### config.mk
export PLATFORM = sky130hd
export DESIGN_NAME = pm16_mac_acc
export DESIGN_NICKNAME = d
export VERILOG_FILES = /design/src/rtl/pm16_mac_acc.sv
export SDC_FILE = /design/constraint.sdc
export NUM_CORES = 1
export LEC_CHECK = 0
export BUFFER_PORTS_ARGS = -buffer_cell sky130_fd_sc_hd__buf_2
export CAP_MARGIN = 20
export CORE_AREA = 10 10 121 123
export DETAILED_ROUTE_END_ITERATION = 10
export DIE_AREA = 0 0 131 133
export REMOVE_ABC_BUFFERS = 1
export SLEW_MARGIN = 20
export SYNTH_ARGS = -nofsm -noshare
export SYNTH_HDL_FRONTEND = slang
export SYNTH_SLANG_ARGS = --single-unit
### constraint.sdc
create_clock -name clk -period 5.3 [get_ports clk]
set_input_delay 1.06 -clock clk [delete_from_list [all_inputs] [get_ports clk]]
set_output_delay 1.06 -clock clk [all_outputs]
set_load 0.05 [all_outputs]
### src/rtl/pm16_mac_acc.sv
`default_nettype none
// ============================================================================
// Module   : pm16_mac_acc
// Purpose  : Frame accumulator placed after the pm16 16x16 unsigned multiplier.
//            Sums `len` products per frame over a valid/ready input, then
//            offers the registered sum and a sticky carry-out flag over a
//            valid/ready output. The pair forms a MAC / dot-product stage.
// Revision : 1.0  initial release
// ============================================================================
module pm16_mac_acc #(
    parameter int PROD_W = 32,
    parameter int ACC_W  = 40,
    parameter int LEN_W  = 8
) (
    input  logic              clk,
    input  logic              rst_n,
    input  logic              clear,
    input  logic [LEN_W-1:0]  len,
    input  logic              in_valid,
    output logic              in_ready,
    input  logic [PROD_W-1:0] prod,
    output logic              out_valid,
    input  logic              out_ready,
    output logic [ACC_W-1:0]  acc_out,
    output logic              ovf,
    output logic              busy
);

    // IDLE waits for a first product, ACCUM sums the rest of the frame,
    // HOLD presents the result until downstream takes it.
    typedef enum logic [1:0] {
        ST_IDLE  = 2'd0,
        ST_ACCUM = 2'd1,
        ST_HOLD  = 2'd2
    } state_t;

    state_t           r_state;
    logic [LEN_W-1:0] r_cnt;
    logic [LEN_W-1:0] r_len_lat;

    logic [ACC_W-1:0] w_prod_ext;
    logic [ACC_W:0]   w_sum;
    logic [LEN_W-1:0] w_len_eff;
    logic [LEN_W:0]   w_cnt_next;
    logic             w_accept;

    // Zero-extend the product to the accumulator width; the equal-width case
    // needs no padding (a zero-width replication is illegal).
    generate
        if (ACC_W > PROD_W) begin : g_zext_pad
            assign w_prod_ext = {{(ACC_W-PROD_W){1'b0}}, prod};
        end else begin : g_zext_none
            assign w_prod_ext = prod[ACC_W-1:0];
        end
    endgenerate

    // The extra top bit of the sum is the carry out of the accumulator.
    assign w_sum      = {1'b0, acc_out} + {1'b0, w_prod_ext};
    // A zero length is treated as a one-product frame.
    assign w_len_eff  = (len == '0) ? LEN_W'(1) : len;
    // One bit wider than the counter so the compare cannot alias on wrap.
    assign w_cnt_next = {1'b0, r_cnt} + (LEN_W+1)'(1);

    assign in_ready   = (r_state != ST_HOLD);
    assign w_accept   = in_valid & in_ready;

    // Frame state machine with registered result, flag and status outputs.
    always_ff @(posedge clk) begin
        if (!rst_n) begin
            r_state   <= ST_IDLE;
            r_cnt     <= '0;
            r_len_lat <= '0;
            acc_out   <= '0;
            ovf       <= 1'b0;
            out_valid <= 1'b0;
            busy      <= 1'b0;
        end else if (clear) begin
            // Abort: any product arriving with clear is dropped.
            r_state   <= ST_IDLE;
            r_cnt     <= '0;
            acc_out   <= '0;
            ovf       <= 1'b0;
            out_valid <= 1'b0;
            busy      <= 1'b0;
        end else begin
            case (r_state)
                ST_IDLE: begin
                    if (w_accept) begin
                        // First product loads rather than adds.
                        r_len_lat <= w_len_eff;
                        acc_out   <= w_prod_ext;
                        ovf       <= 1'b0;
                        r_cnt     <= LEN_W'(1);
                        if (w_len_eff == LEN_W'(1)) begin
                            r_state   <= ST_HOLD;
                            out_valid <= 1'b1;
                        end else begin
                            r_state   <= ST_ACCUM;
                            busy      <= 1'b1;
                        end
                    end
                end
                ST_ACCUM: begin
                    if (w_accept) begin
                        acc_out <= w_sum[ACC_W-1:0];
                        ovf     <= ovf | w_sum[ACC_W];
                        r_cnt   <= w_cnt_next[LEN_W-1:0];
                        if (w_cnt_next == {1'b0, r_len_lat}) begin
                            r_state   <= ST_HOLD;
                            out_valid <= 1'b1;
                            busy      <= 1'b0;
                        end
                    end
                end
                ST_HOLD: begin
                    if (out_ready) begin
                        r_state   <= ST_IDLE;
                        out_valid <= 1'b0;
                    end
                end
                default: begin
                    r_state   <= ST_IDLE;
                    out_valid <= 1'b0;
                    busy      <= 1'b0;
                end
            endcase
        end
    end

endmodule
`default_nettype wire
Word-level counts from Yosys, hierarchy flattened
Index checks and enable logic that the tools add are counted.
{ "totals": {"output_inout_bits": 44, "reg_bits": 61} }
{ "classes": {"eq_ne": 11, "n_mux": 27, "n_bitwise": 5, "add_sub_neg": 2, "reduce_logical": 9} }
{ "op_table": {"columns": ["operator", "n"], "rows": [
  ["2-to-1 mux 40 bit", 2],
  ["one-hot mux 40 bit (2 select lines)", 1],
  ["adder 40 x 32 -> 41 bit", 1],
  ["2-to-1 mux 8 bit", 3],
  ["one-hot mux 8 bit (2 select lines)", 1],
  ["inequality test 2 bit, second input constant", 7],
  ["2-to-1 mux 1 bit", 11],
  ["2-to-1 mux 2 bit", 5],
  ["AND reduction 5 bit", 2],
  ["adder 8 x 1 -> 9 bit, second input constant", 1],
  ["== test 9 x 8 -> 1 bit", 1],
  ["== test 8 x 1 -> 1 bit, second input constant", 1],
  ["zero test 8 bit", 1],
  ["one-hot mux 1 bit (3 select lines)", 2],
  ["one-hot mux 2 bit (3 select lines)", 1],
  ["AND reduction 3 bit", 2],
  ["AND reduction 4 bit", 1],
  ["inverter 1 bit", 3],
  ["== test 2 x 1 -> 1 bit, second input constant", 1],
  ["== test 2 bit, second input constant", 1],
  ["zero test 2 bit", 1],
  ["one-hot mux 1 bit (2 select lines)", 1],
  ["nonzero test 2 bit", 1],
  ["OR reduction 2 bit", 1],
  ["2 further kinds", 2]
]} }

Logic depth before layout (Yosys ltp)
{ "depth": {"depth_word": 6, "depth_mapped": 11, "mapped_depth_nobuf": 11} }

Least setup slack after synthesis
No wires, ideal clock.
{ "synth_path": {"path_type": "input-to-reg", "startpoint": "input prod[17]", "endpoint": "register acc_out[30]", "t_arrival_ns": 3.232, "path_stages": 10, "required_time_ns": 5.185, "n_path_buf": 1, "setup_slack_ns": 1.953, "cell_sequence": "ha_1 buf_6 a21o_1 a21o_1 a221o_1 a221o_1 a31oi_1 o21ai_0 xnor2_1 a2111oi_0"} }
{ "synth_via": {"elab_chain_len": 3} }
{ "synth_rtl": {"columns": ["element", "line_no", "rtl"], "rows": [
  ["start: declaration", "21", "input logic [PROD_W-1:0] prod,"],
  ["adder 40 x 32 -> 41 bit", "58", "assign w_sum = {1'b0, acc_out} + {1'b0, w_prod_ext};"],
  ["2-to-1 mux 40 bit", "104", "if (w_accept) begin"],
  ["one-hot mux 40 bit (2 select lines)", "86", "case (r_state)"],
  ["end signal: assignment", "91", "acc_out <= w_prod_ext;"],
  ["end signal: assignment", "105", "acc_out <= w_sum[ACC_W-1:0];"],
  ["end: declaration", "24", "output logic [ACC_W-1:0] acc_out,"]
]} }
Every way passes these cells. The select of a mux whose other input is x is not followed.
A chain may end at the register's enable or synchronous reset.

Final worst setup path
Ends and elaborated chain as after synthesis.

==> out/qor.txt <==
Mapped Cells - 634
Final Power - 1.41 mW
Max-Cap Viols - 0
Reg power frac - 34.8%
Clock Skews - 7.83 ps
fin crit share - 63.2%
worst hold path class - register to register
CP Buf/Inv Count - 1
share of cells above drive strength 1 - 17.3%
largest net degree at the start of global routing - 47
first-pass GRT wire length - 23.6 mm
Worst setup SP type - input port
CTS H-Tree Depth - 3
initial antenna violation count - 0
Worst VDD drop - 0.120 mV
worst-path cell chain - buf_2 -> ha_1 -> a21o_1 -> a21o_1 -> a221o_1 -> a221o_1 -> a31oi_1 -> o21ai_0 -> xnor2_1 -> a2111oi_0
power share of the clock group - 41.4%
count of cell types in the netlist - 59
Critical Path End Type - register
largest cells by area after synthesis - dfxtp_1 26%, ha_1 8.7%, a21oi_1 6.8%
CP top delay family - compound AO/OA/AOI/OAI gates
Worst EP required - 5520 ps
mapped cell area - 4770 sq um
average routed wire per standard cell - 16.1 um
CTS Buffer Depth - 2
TritonCTS clock tree - done
Clock Latency Late Sink - 340 ps
Rows - 41
antenna cells - 0
Period minus WS final - 3350 ps
max-slew violation count - 0
Crit Path Class - input port to register
Worst Tran Pin Value - 761 ps
RSZ-0062 raised after global routing - no
CTS buffer count - 9
commonest non-fill, non-tap cell in the layout - buf_2
Syn. warnings - 0
Synth area leader - dfxtp_1
cts repair resizes - 0
Horiz. Die Dim - 131 um
Pre-antenna DRT Iters - 5
endpoints failing setup - 0
core area - 12400 sq um
Final Worst Setup Slack - 1950 ps
commonest non-fill, non-tap cells in the layout - 88 x buf_2, 69 x nand2_1, 65 x a21oi_1, 60 x dfxtp_1, 57 x nor2_1
initial core utilization - 38.6%
register bit total from synthesis - 61
main flop type after synthesis - dfxtp_1
switching share of power - 31.3%
DPL Wire Length - 10.4 mm
mean cell area of the mapped netlist - 7.52 sq um
Nets - 782
Area Growth Syn to Fin - 17.6%
GPL Wtd Cong - 0.894
CTS clk-pin slew, worst paths - 50 ps
total grt overflow - 0
WP data arrival - 3570 ps
Routed Antenna Nets - 0
final wirelength - 14.2 mm
Switch Pwr - 0.440 mW
Port Buffers - 88
DP Worst Slack - 1600 ps
die area - 17400 sq um
Pleak - 2.35 nW
vias per cell - 5.57
die height - 133 um
Setup TNS Final - 0 ps
Total GRT Usage - 16.4%
root buf cell - clkbuf_16
clock sinks - 61
fmax - 299 MHz
Hold Vio Cnt, Final - 0
register area share after synthesis - 25.6%
number of synthesized flops with an enable pin - 0
Iter 0 DRT Violations - 417
max incr delay on CP - 400 ps
Worst slew margin - 48.9%
number of I/O pins - 89
Residual DRC - 0
ys async rst share - 0%
Post-CTS Hold Fix Bufs - 0
Logic pwr share - 23.8%
Yosys top cell area share - 25.6%
critical path fanouts, max - 10
status - complete, no violations
Pwr Density - 251 nW/um^2
vias in the first global route - 4708
setup bufs post-CTS - 0
Internal Dissipation - 0.965 mW
Slowest cell on crit path - ha_1
via count - 4887
-- metrics by stage --
step,util (%),cells,instance area (sq um),hold WS (ps)
floorplan,-,599,4620,452
global route,45.3,878,5600,487
CTS,45.3,878,5600,469
finish,45.3,878,5600,462
detailed placement,43.1,864,5320,460
global placement,43.1,864,5320,445
-- sequential cells by signal, summed over array words and instances, names as in the netlist --
register   count
r_state        2
out_valid      1
busy           1
acc_out       40
ovf            1
r_len_lat      8
r_cnt          8
-- synth_stat cells, types with 3 or more instances --
library cell	count
o31ai_1	5
a21boi_0	7
dfxtp_1	61
o21a_1	6
nand2b_1	9
buf_2	6
a21o_1	11
nor2b_1	8
or2_2	3
nand3b_1	3
and3_1	4
ha_1	33
xor2_1	5
clkbuf_1	28
o21ai_0	43
a21oi_1	65
nor3_1	16
o211ai_1	6
mux2i_1	16
mux2_2	3
o21bai_1	10
a311oi_1	3
nor4_1	5
nor3b_1	5
or3_1	8
nor2_1	57
a31oi_1	9
xnor2_1	26
a211oi_1	21
inv_1	18
and2_1	4
nand3_1	17
nand2_1	69
nand4_1	11
-- worst reg2reg max path, stage by stage (launching register included) --
cell and delay [ps]:
dfxtp_1 350, ha_1 180, inv_1 50, fa_1 380
nor2b_1 200, o2111a_1 270, o21ai_1 130, a21oi_1 300
a31oi_1 190, o21ai_0 230, xnor2_1 90, a2111oi_0 380
-- worst paths after layout --
kind	start	slack, ps	cells after the start	endpoint
worst max-delay path	prod[17]	1950	10	acc_out[30]$_SDFFE_PP0P_
worst min-delay path	out_valid$_SDFFE_PP0P_	460	2	out_valid$_SDFFE_PP0P_
worst max register to register	acc_out[0]$_SDFFE_PP0P_	2410	11	acc_out[30]$_SDFFE_PP0P_
worst min register to register	out_valid$_SDFFE_PP0P_	460	2	out_valid$_SDFFE_PP0P_
-- logic make-up (layout without fill, tap and decap cells) --
kind of cell,after synthesis,after routing,synth area share [%]
fa+ha+maj,34,34,9.08
compound gates,211,211,28.3
flops,61,61,25.6
buf+inv,54,126,4.57
mux,19,19,4.07
simple gates,224,224,22.7
xor+xnor,31,31,5.70
-- routing by layer --
layer | global-route usage (%) | up-vias | share of wire, %
met5 | 0 | - | 0
met4 | 5.50 | 0 | 1.4
met3 | 3.12 | 13 | 5.4
met2 | 26.1 | 130 | 45
met1 | 21.6 | 2290 | 48
li1 | - | 2454 | -
-- cell type report --
type                       instances  area, sq um
inverter                          19         71.3
fill                            1250         6760
clock inverter                     2         35.0
clock buffer                      12          246
multi-input combinational        519         3340
tap                              172          215
timing repair buffer              93          478
sequential                        61         1220
-- power by group through the flow --
| stage | clock [mW] | sequential [mW] | combinational (mW) |
|---|---|---|---|
| 2_1_floorplan | 0 | 0.541 | 0.197 |
| 3_3_place_gp | 0 | 0.498 | 0.329 |
| 3_5_place_dp | 0 | 0.498 | 0.331 |
| 4_1_cts | 0.596 | 0.489 | 0.334 |
| 5_1_grt | 0.613 | 0.491 | 0.370 |
| 6_report | 0.582 | 0.489 | 0.335 |
No activity file was read; power rests on OpenSTA's default activity.
